**config.mk**
```make
export PLATFORM = sky130hd
export DESIGN_NAME = snake_input_conditioner
export DESIGN_NICKNAME = d
export VERILOG_FILES = /design/src/rtl/snake_pkg.sv /design/src/rtl/btn_debounce.sv /design/src/rtl/snake_input_conditioner.sv
export SDC_FILE = /design/constraint.sdc
export NUM_CORES = 1
export LEC_CHECK = 0
export BUFFER_PORTS_ARGS = -buffer_cell sky130_fd_sc_hd__buf_2
export CAP_MARGIN = 10
export CORE_MARGIN = 1.5
export CORE_UTILIZATION = 40
export CTS_CLUSTER_DIAMETER = 80
export DETAILED_ROUTE_END_ITERATION = 10
export GPL_ROUTABILITY_DRIVEN = 1
export PLACE_DENSITY = 0.59
export SYNTH_ARGS = -nofsm -noshare
export SYNTH_HDL_FRONTEND = slang
export SYNTH_SLANG_ARGS = --single-unit
```
**constraint.sdc**
```tcl
create_clock -name clk -period 11.4 [get_ports clk]
set_input_delay 1.14 -clock clk [delete_from_list [all_inputs] [get_ports clk]]
set_output_delay 1.14 -clock clk [all_outputs]
set_load 0.01 [all_outputs]
```
**src/rtl/snake_pkg.sv**
```systemverilog
// -----------------------------------------------------------------------------
// snake_pkg
// Types and helpers shared by the snake game input front end.
//   dir_t        : 2-bit movement direction (00 right, 01 left, 10 up, 11 down)
//   reverse_dir  : returns the 180-degree opposite of a direction
// -----------------------------------------------------------------------------
package snake_pkg;

    typedef enum logic [1:0] {
        DIR_RIGHT = 2'b00,
        DIR_LEFT  = 2'b01,
        DIR_UP    = 2'b10,
        DIR_DOWN  = 2'b11
    } dir_t;

    function automatic dir_t reverse_dir(input dir_t d);
        dir_t r;
        case (d)
            DIR_RIGHT: r = DIR_LEFT;
            DIR_LEFT:  r = DIR_RIGHT;
            DIR_UP:    r = DIR_DOWN;
            default:   r = DIR_UP;
        endcase
        return r;
    endfunction

endpackage

```
**src/rtl/btn_debounce.sv**
```systemverilog
// -----------------------------------------------------------------------------
// btn_debounce
// Conditions one raw asynchronous push-button: 2-FF synchronizer, stability
// counter and a one-cycle press pulse on the accepted rising edge.
//
// Ports:
//   clk      in   system clock
//   rst      in   asynchronous active-high reset
//   btn_i    in   raw button level, asynchronous to clk
//   press_o  out  one-clk pulse, high in the cycle whose closing edge flips
//                 the debounced level from 0 to 1
// -----------------------------------------------------------------------------
module btn_debounce
    import snake_pkg::*;
#(
    parameter int unsigned DEBOUNCE_CYCLES = 500000,
    parameter int unsigned CNT_W           = 24
) (
    input  logic clk,
    input  logic rst,
    input  logic btn_i,
    output logic press_o
);

    localparam logic [CNT_W-1:0] CNT_MAX = CNT_W'(DEBOUNCE_CYCLES - 1);

    logic             meta_q;
    logic             sync_q;
    logic             level_q, level_d;
    logic [CNT_W-1:0] cnt_q, cnt_d;

    // The counter only runs while the synced input disagrees with the
    // accepted level; any agreement (a bounce back) clears it.  The press
    // pulse is decoded combinationally from the flipping condition so the
    // consumer can latch the request on the very edge the level flips.
    always_comb begin
        level_d = level_q;
        cnt_d   = '0;
        press_o = 1'b0;
        if (sync_q != level_q) begin
            if (cnt_q == CNT_MAX) begin
                level_d = ~level_q;
                press_o = sync_q;
            end else begin
                cnt_d = cnt_q + CNT_W'(1);
            end
        end
    end

    always_ff @(posedge clk or posedge rst) begin
        if (rst) begin
            meta_q  <= 1'b0;
            sync_q  <= 1'b0;
            level_q <= 1'b0;
            cnt_q   <= '0;
        end else begin
            meta_q  <= btn_i;
            sync_q  <= meta_q;
            level_q <= level_d;
            cnt_q   <= cnt_d;
        end
    end

endmodule

```
**src/rtl/snake_input_conditioner.sv**
```systemverilog
// -----------------------------------------------------------------------------
// snake_input_conditioner
// Front end of the snake movement controller: debounces four direction
// buttons, generates the game tick, filters 180-degree reversals and holds
// the latest accepted request until the next tick commits it to dir.
//
// Optional build macro SNAKE_PAUSE_EN adds a pause button that toggles a
// paused state which freezes the tick counter and ignores direction presses.
//
// Ports:
//   clk, rst                   clock, asynchronous active-high reset
//   btn_up/down/left/right     raw buttons, asynchronous to clk
//   btn_pause  (SNAKE_PAUSE_EN) raw pause button
//   tick                       one-clk pulse every TICK_DIV cycles
//   up/down/left/right         pending request, one-hot (or all zero)
//   paused     (SNAKE_PAUSE_EN) current pause state
//   dir                        committed direction (snake_pkg::dir_t coding)
// -----------------------------------------------------------------------------
module snake_input_conditioner
    import snake_pkg::*;
#(
    parameter int unsigned DEBOUNCE_CYCLES = 500000,
    parameter int unsigned TICK_DIV        = 10000000,
    parameter int unsigned CNT_W           = 24
) (
    input  logic       clk,
    input  logic       rst,
    input  logic       btn_up,
    input  logic       btn_down,
    input  logic       btn_left,
    input  logic       btn_right,
`ifdef SNAKE_PAUSE_EN
    input  logic       btn_pause,
    output logic       paused,
`endif
    output logic       tick,
    output logic       up,
    output logic       down,
    output logic       left,
    output logic       right,
    output logic [1:0] dir
);

    localparam logic [CNT_W-1:0] TICK_MAX = CNT_W'(TICK_DIV - 1);

    // press[] and req_q[] are indexed by the dir_t encoding
    logic [3:0]       press;
    logic [3:0]       req_q, req_d;
    logic [3:0]       rev_mask;
    logic [3:0]       acc;
    dir_t             dir_q, dir_d;
    logic [CNT_W-1:0] tick_cnt_q, tick_cnt_d;
    logic             run;

    btn_debounce #(.DEBOUNCE_CYCLES(DEBOUNCE_CYCLES), .CNT_W(CNT_W)) u_db_right (
        .clk(clk), .rst(rst), .btn_i(btn_right), .press_o(press[0])
    );
    btn_debounce #(.DEBOUNCE_CYCLES(DEBOUNCE_CYCLES), .CNT_W(CNT_W)) u_db_left (
        .clk(clk), .rst(rst), .btn_i(btn_left), .press_o(press[1])
    );
    btn_debounce #(.DEBOUNCE_CYCLES(DEBOUNCE_CYCLES), .CNT_W(CNT_W)) u_db_up (
        .clk(clk), .rst(rst), .btn_i(btn_up), .press_o(press[2])
    );
    btn_debounce #(.DEBOUNCE_CYCLES(DEBOUNCE_CYCLES), .CNT_W(CNT_W)) u_db_down (
        .clk(clk), .rst(rst), .btn_i(btn_down), .press_o(press[3])
    );

`ifdef SNAKE_PAUSE_EN
    logic pause_press;
    logic paused_q;

    btn_debounce #(.DEBOUNCE_CYCLES(DEBOUNCE_CYCLES), .CNT_W(CNT_W)) u_db_pause (
        .clk(clk), .rst(rst), .btn_i(btn_pause), .press_o(pause_press)
    );

    always_ff @(posedge clk or posedge rst) begin
        if (rst) begin
            paused_q <= 1'b0;
        end else begin
            paused_q <= paused_q ^ pause_press;
        end
    end

    assign run    = ~paused_q;
    assign paused = paused_q;
`else
    assign run = 1'b1;
`endif

    assign tick = run && (tick_cnt_q == TICK_MAX);

    always_comb begin
        tick_cnt_d = tick_cnt_q;
        if (run) begin
            tick_cnt_d = (tick_cnt_q == TICK_MAX) ? '0 : tick_cnt_q + CNT_W'(1);
        end
    end

    // Commit first, then let a same-cycle press overwrite the cleared
    // request: the press is filtered against the direction in force before
    // this tick, and the latest accepted press always wins.
    always_comb begin
        rev_mask                        = '0;
        rev_mask[reverse_dir(dir_q)]    = 1'b1;
        acc                             = run ? (press & ~rev_mask) : 4'b0000;
        dir_d                           = dir_q;
        req_d                           = req_q;

        if (tick) begin
            if (req_q[0])      dir_d = DIR_RIGHT;
            else if (req_q[1]) dir_d = DIR_LEFT;
            else if (req_q[2]) dir_d = DIR_UP;
            else if (req_q[3]) dir_d = DIR_DOWN;
            req_d = 4'b0000;
        end

        if (acc[0])      req_d = 4'b0001;
        else if (acc[1]) req_d = 4'b0010;
        else if (acc[2]) req_d = 4'b0100;
        else if (acc[3]) req_d = 4'b1000;
    end

    always_ff @(posedge clk or posedge rst) begin
        if (rst) begin
            tick_cnt_q <= '0;
            req_q      <= 4'b0000;
            dir_q      <= DIR_RIGHT;
        end else begin
            tick_cnt_q <= tick_cnt_d;
            req_q      <= req_d;
            dir_q      <= dir_d;
        end
    end

    assign right = req_q[0];
    assign left  = req_q[1];
    assign up    = req_q[2];
    assign down  = req_q[3];
    assign dir   = dir_q;

endmodule

```
==> results.cfg <==
[layout]
final_cells = 895
final_common_cell = dfrtp_1
most-common-layout-cells = dfrtp_1 (138), nor2_1 (127), xor2_1 (65)
drive_gt1_share_pct = 9.43
fill_cells = 1535
diodes = 0
finalNetCount = 678
utilization_pct = 46.6
areaGrowthSynthToFinish_pct = 13.4

[synth]
yosys.cell_types.count = 41
yosys-top-cells-area = dfrtp_1 (53%), xor2_1 (8.7%), nor2_1 (7.3%)
yosys_warnings = 0
synthesis.area_per_instance_um2 = 10.1
syn_inst = 648
netlist.area_leader.share_pct = 52.7
syn-num-nets = 659
synth_area_um2 = 6550
async_flop_share_pct = 100
synth-seq-cells = 138
yosysTopAreaCell = dfrtp_1
seq_area_frac_synth_pct = 52.7
ys.flop_type = dfrtp_1
synth_edf_count = 0

[placed_design]
port-buffer-count = 12
dp_cells = 864
place.gp.congestion = 0.805
dp_hpwl_um = 8480

[min_path]
hold_path_end = u_db_right.sync_q
holdCritPathClass = register to register
hold_depth = 0
min_from = u_db_right.meta_q

[timing]
finalSetupViolCount = 0
layout_min_cycle_time_ps = 3120
rsz0062_at_grt = no
fin_tns_setup_ps = 0
fin_skew_ps = 13.4
drv_slew = 0
period_share_pct = 27.4
tightest_slew_ps = 946
hold_violations = 0
fmax_ghz = 0.321
maxSlewHeadroom_pct = 36.4

[die]
die_h_um = 131
rows = 46
initial_core_util_pct = 41.1
core_area_um2 = 15900
die_w_um = 131
fp.dieArea_um2 = 17200
boundaryPins = 13

[outcome]
status = finished, final reports clean

[power]
netSwitchingFraction_pct = 21.1
p_int_w = 0.000847
seqPwrFrac_pct = 46.5
combPwrFrac_pct = 2.2
clock_power_share_pct = 51.3
peakVddDrop_mv = 0.120
pwr_density_cell_nw_per_um2 = 145
p_leak_nw = 3.17
finalPower_w = 0.00107
p_sw_w = 0.000227

[clocking]
cts_root_buf = clkbuf_16
cts_resized = 0
holdBufCountCts = 0
h-tree-depth = 4
clock_latency_ps = 420
postCtsSetupRepairBufs = 0
cts-buffers-inserted = 17
clk_pin_slew_ps = 60
clockBufferDepth = 2
cts_sinks = 138
cts_tree = done

[global_route]
first_global_vias = 4410
grt_pass1_wl_um = 21900
grt_start_max_net_pins = 71
overflow = 0
antenna_found_initial = 0
grt_usage_pct = 16.4

[critical_path]
worstPathMaxFanout = 4
rr_worst_depth = 6
reg2reg_slack_ps = 9170
worst_setup_path_start_kind = register
startpoint = tick_cnt_q[0]
worst_ep_required_time_ps = 10260
crit_arrival_ps = 1980
reg2reg_to = u_db_right.cnt_q[16]
endpoint_kind = output pin
r2r_start = u_db_right.cnt_q[0]
crit_type = register to output pin

[detailed_routing]
wirelength_um = 12700
drtPass1Iterations = 4
ant_nets = 0
wire_per_inst_um = 14.2
via_count = 4631
viasPerCell = 5.17
drt_iter0_markers = 317
drc = 0

[flow_run]
cap_violations = 0
-- critical path, stage by stage, from the launching register on --
cell     delay (ps)
dfrtp_1         390
ha_1            230
nand4_1         170
or2_2           380
nor3_2          230
buf_2           170
-- flip-flops by register name, summed over array words and instances, names as in the netlist, 2 cells and up --
| register | flops |
|---|---|
| u_db_right.cnt_q | 24 |
| u_db_up.cnt_q | 24 |
| u_db_left.cnt_q | 24 |
| req_q | 4 |
| dir | 2 |
| u_db_down.cnt_q | 24 |
| tick_cnt_q | 24 |
-- per-stage QoR --
step                      worst slack (ps)  hold slack [ps]  instance area [um2]
after floorplan                       6560              331                 6550
after global routing                  8160              347                 7430
after CTS                             8250              347                 7430
final                                 8280              344                 7430
after detailed placement              8700              342                 6840
after global placement                8780              332                 6840
-- worst max path at each step --
stage / endpoint / slack, ps / cells after the start
after floorplan: dir[0] / 6560 / 1
after global placement: tick / 8780 / 5
after detailed placement: tick / 8700 / 5
after CTS: tick / 8250 / 5
after global routing: tick / 8160 / 5
final: tick / 8280 / 5
-- power groups by stage --
stage	Clock [W]	Sequential, W	Combinational, W
CTS	0.000565	0.000500	0.0000250
floorplan	0	0.000507	0.0000191
global route	0.000587	0.000500	0.0000281
finish	0.000551	0.000500	0.0000239
global placement	0	0.000508	0.0000239
detailed placement	0	0.000508	0.0000248
-- routing by layer --
metal | share of wire (%) | GRT usage [%] | vias up
li1 | - | - | 2263
met1 | 50 | 23.8 | 2298
met2 | 46 | 23.7 | 59
met3 | 3.0 | 4.15 | 11
met4 | 1.1 | 6.01 | 0
met5 | 0 | 0 | -
-- cells by family after synthesis --
| family | count (synthesis) | share of synthesized area (%) |
|---|---|---|
| AND/OR/NAND/NOR | 346 | 27.4 |
| flip-flops | 138 | 52.7 |
| XOR/XNOR | 113 | 15.1 |
| buffers and inverters | 31 | 1.99 |
| AO/OA/AOI/OAI | 11 | 1.18 |
| adder cells (fa/ha/maj) | 5 | 0.955 |
| multiplexers | 4 | 0.687 |
-- final cells by class --
| class | count | area [um2] | share of cell area [%] |
|---|---|---|---|
| sequential | 138 | 3450 | 46.5 |
| clock inverter | 12 | 148 | 1.99 |
| clock buffer | 19 | 443 | 5.96 |
| tap | 216 | 270 | 3.64 |
| inverter | 16 | 65.1 | 0.876 |
| timing repair buffer | 15 | 82.6 | 1.11 |
| multi-input combinational | 479 | 2970 | 39.9 |
-- cell usage after synthesis, types with 6 or more instances --
cell type / count
nor3_1: 21
nand3_1: 47
buf_2: 8
xnor2_1: 48
nor4_1: 11
xor2_1: 65
inv_1: 16
nand2_1: 34
and4_1: 12
nor2_1: 127
dfrtp_1: 138
clkbuf_1: 6
and3_1: 13
nand4_1: 41
Note: power is estimated with default switching activity, not from simulation.
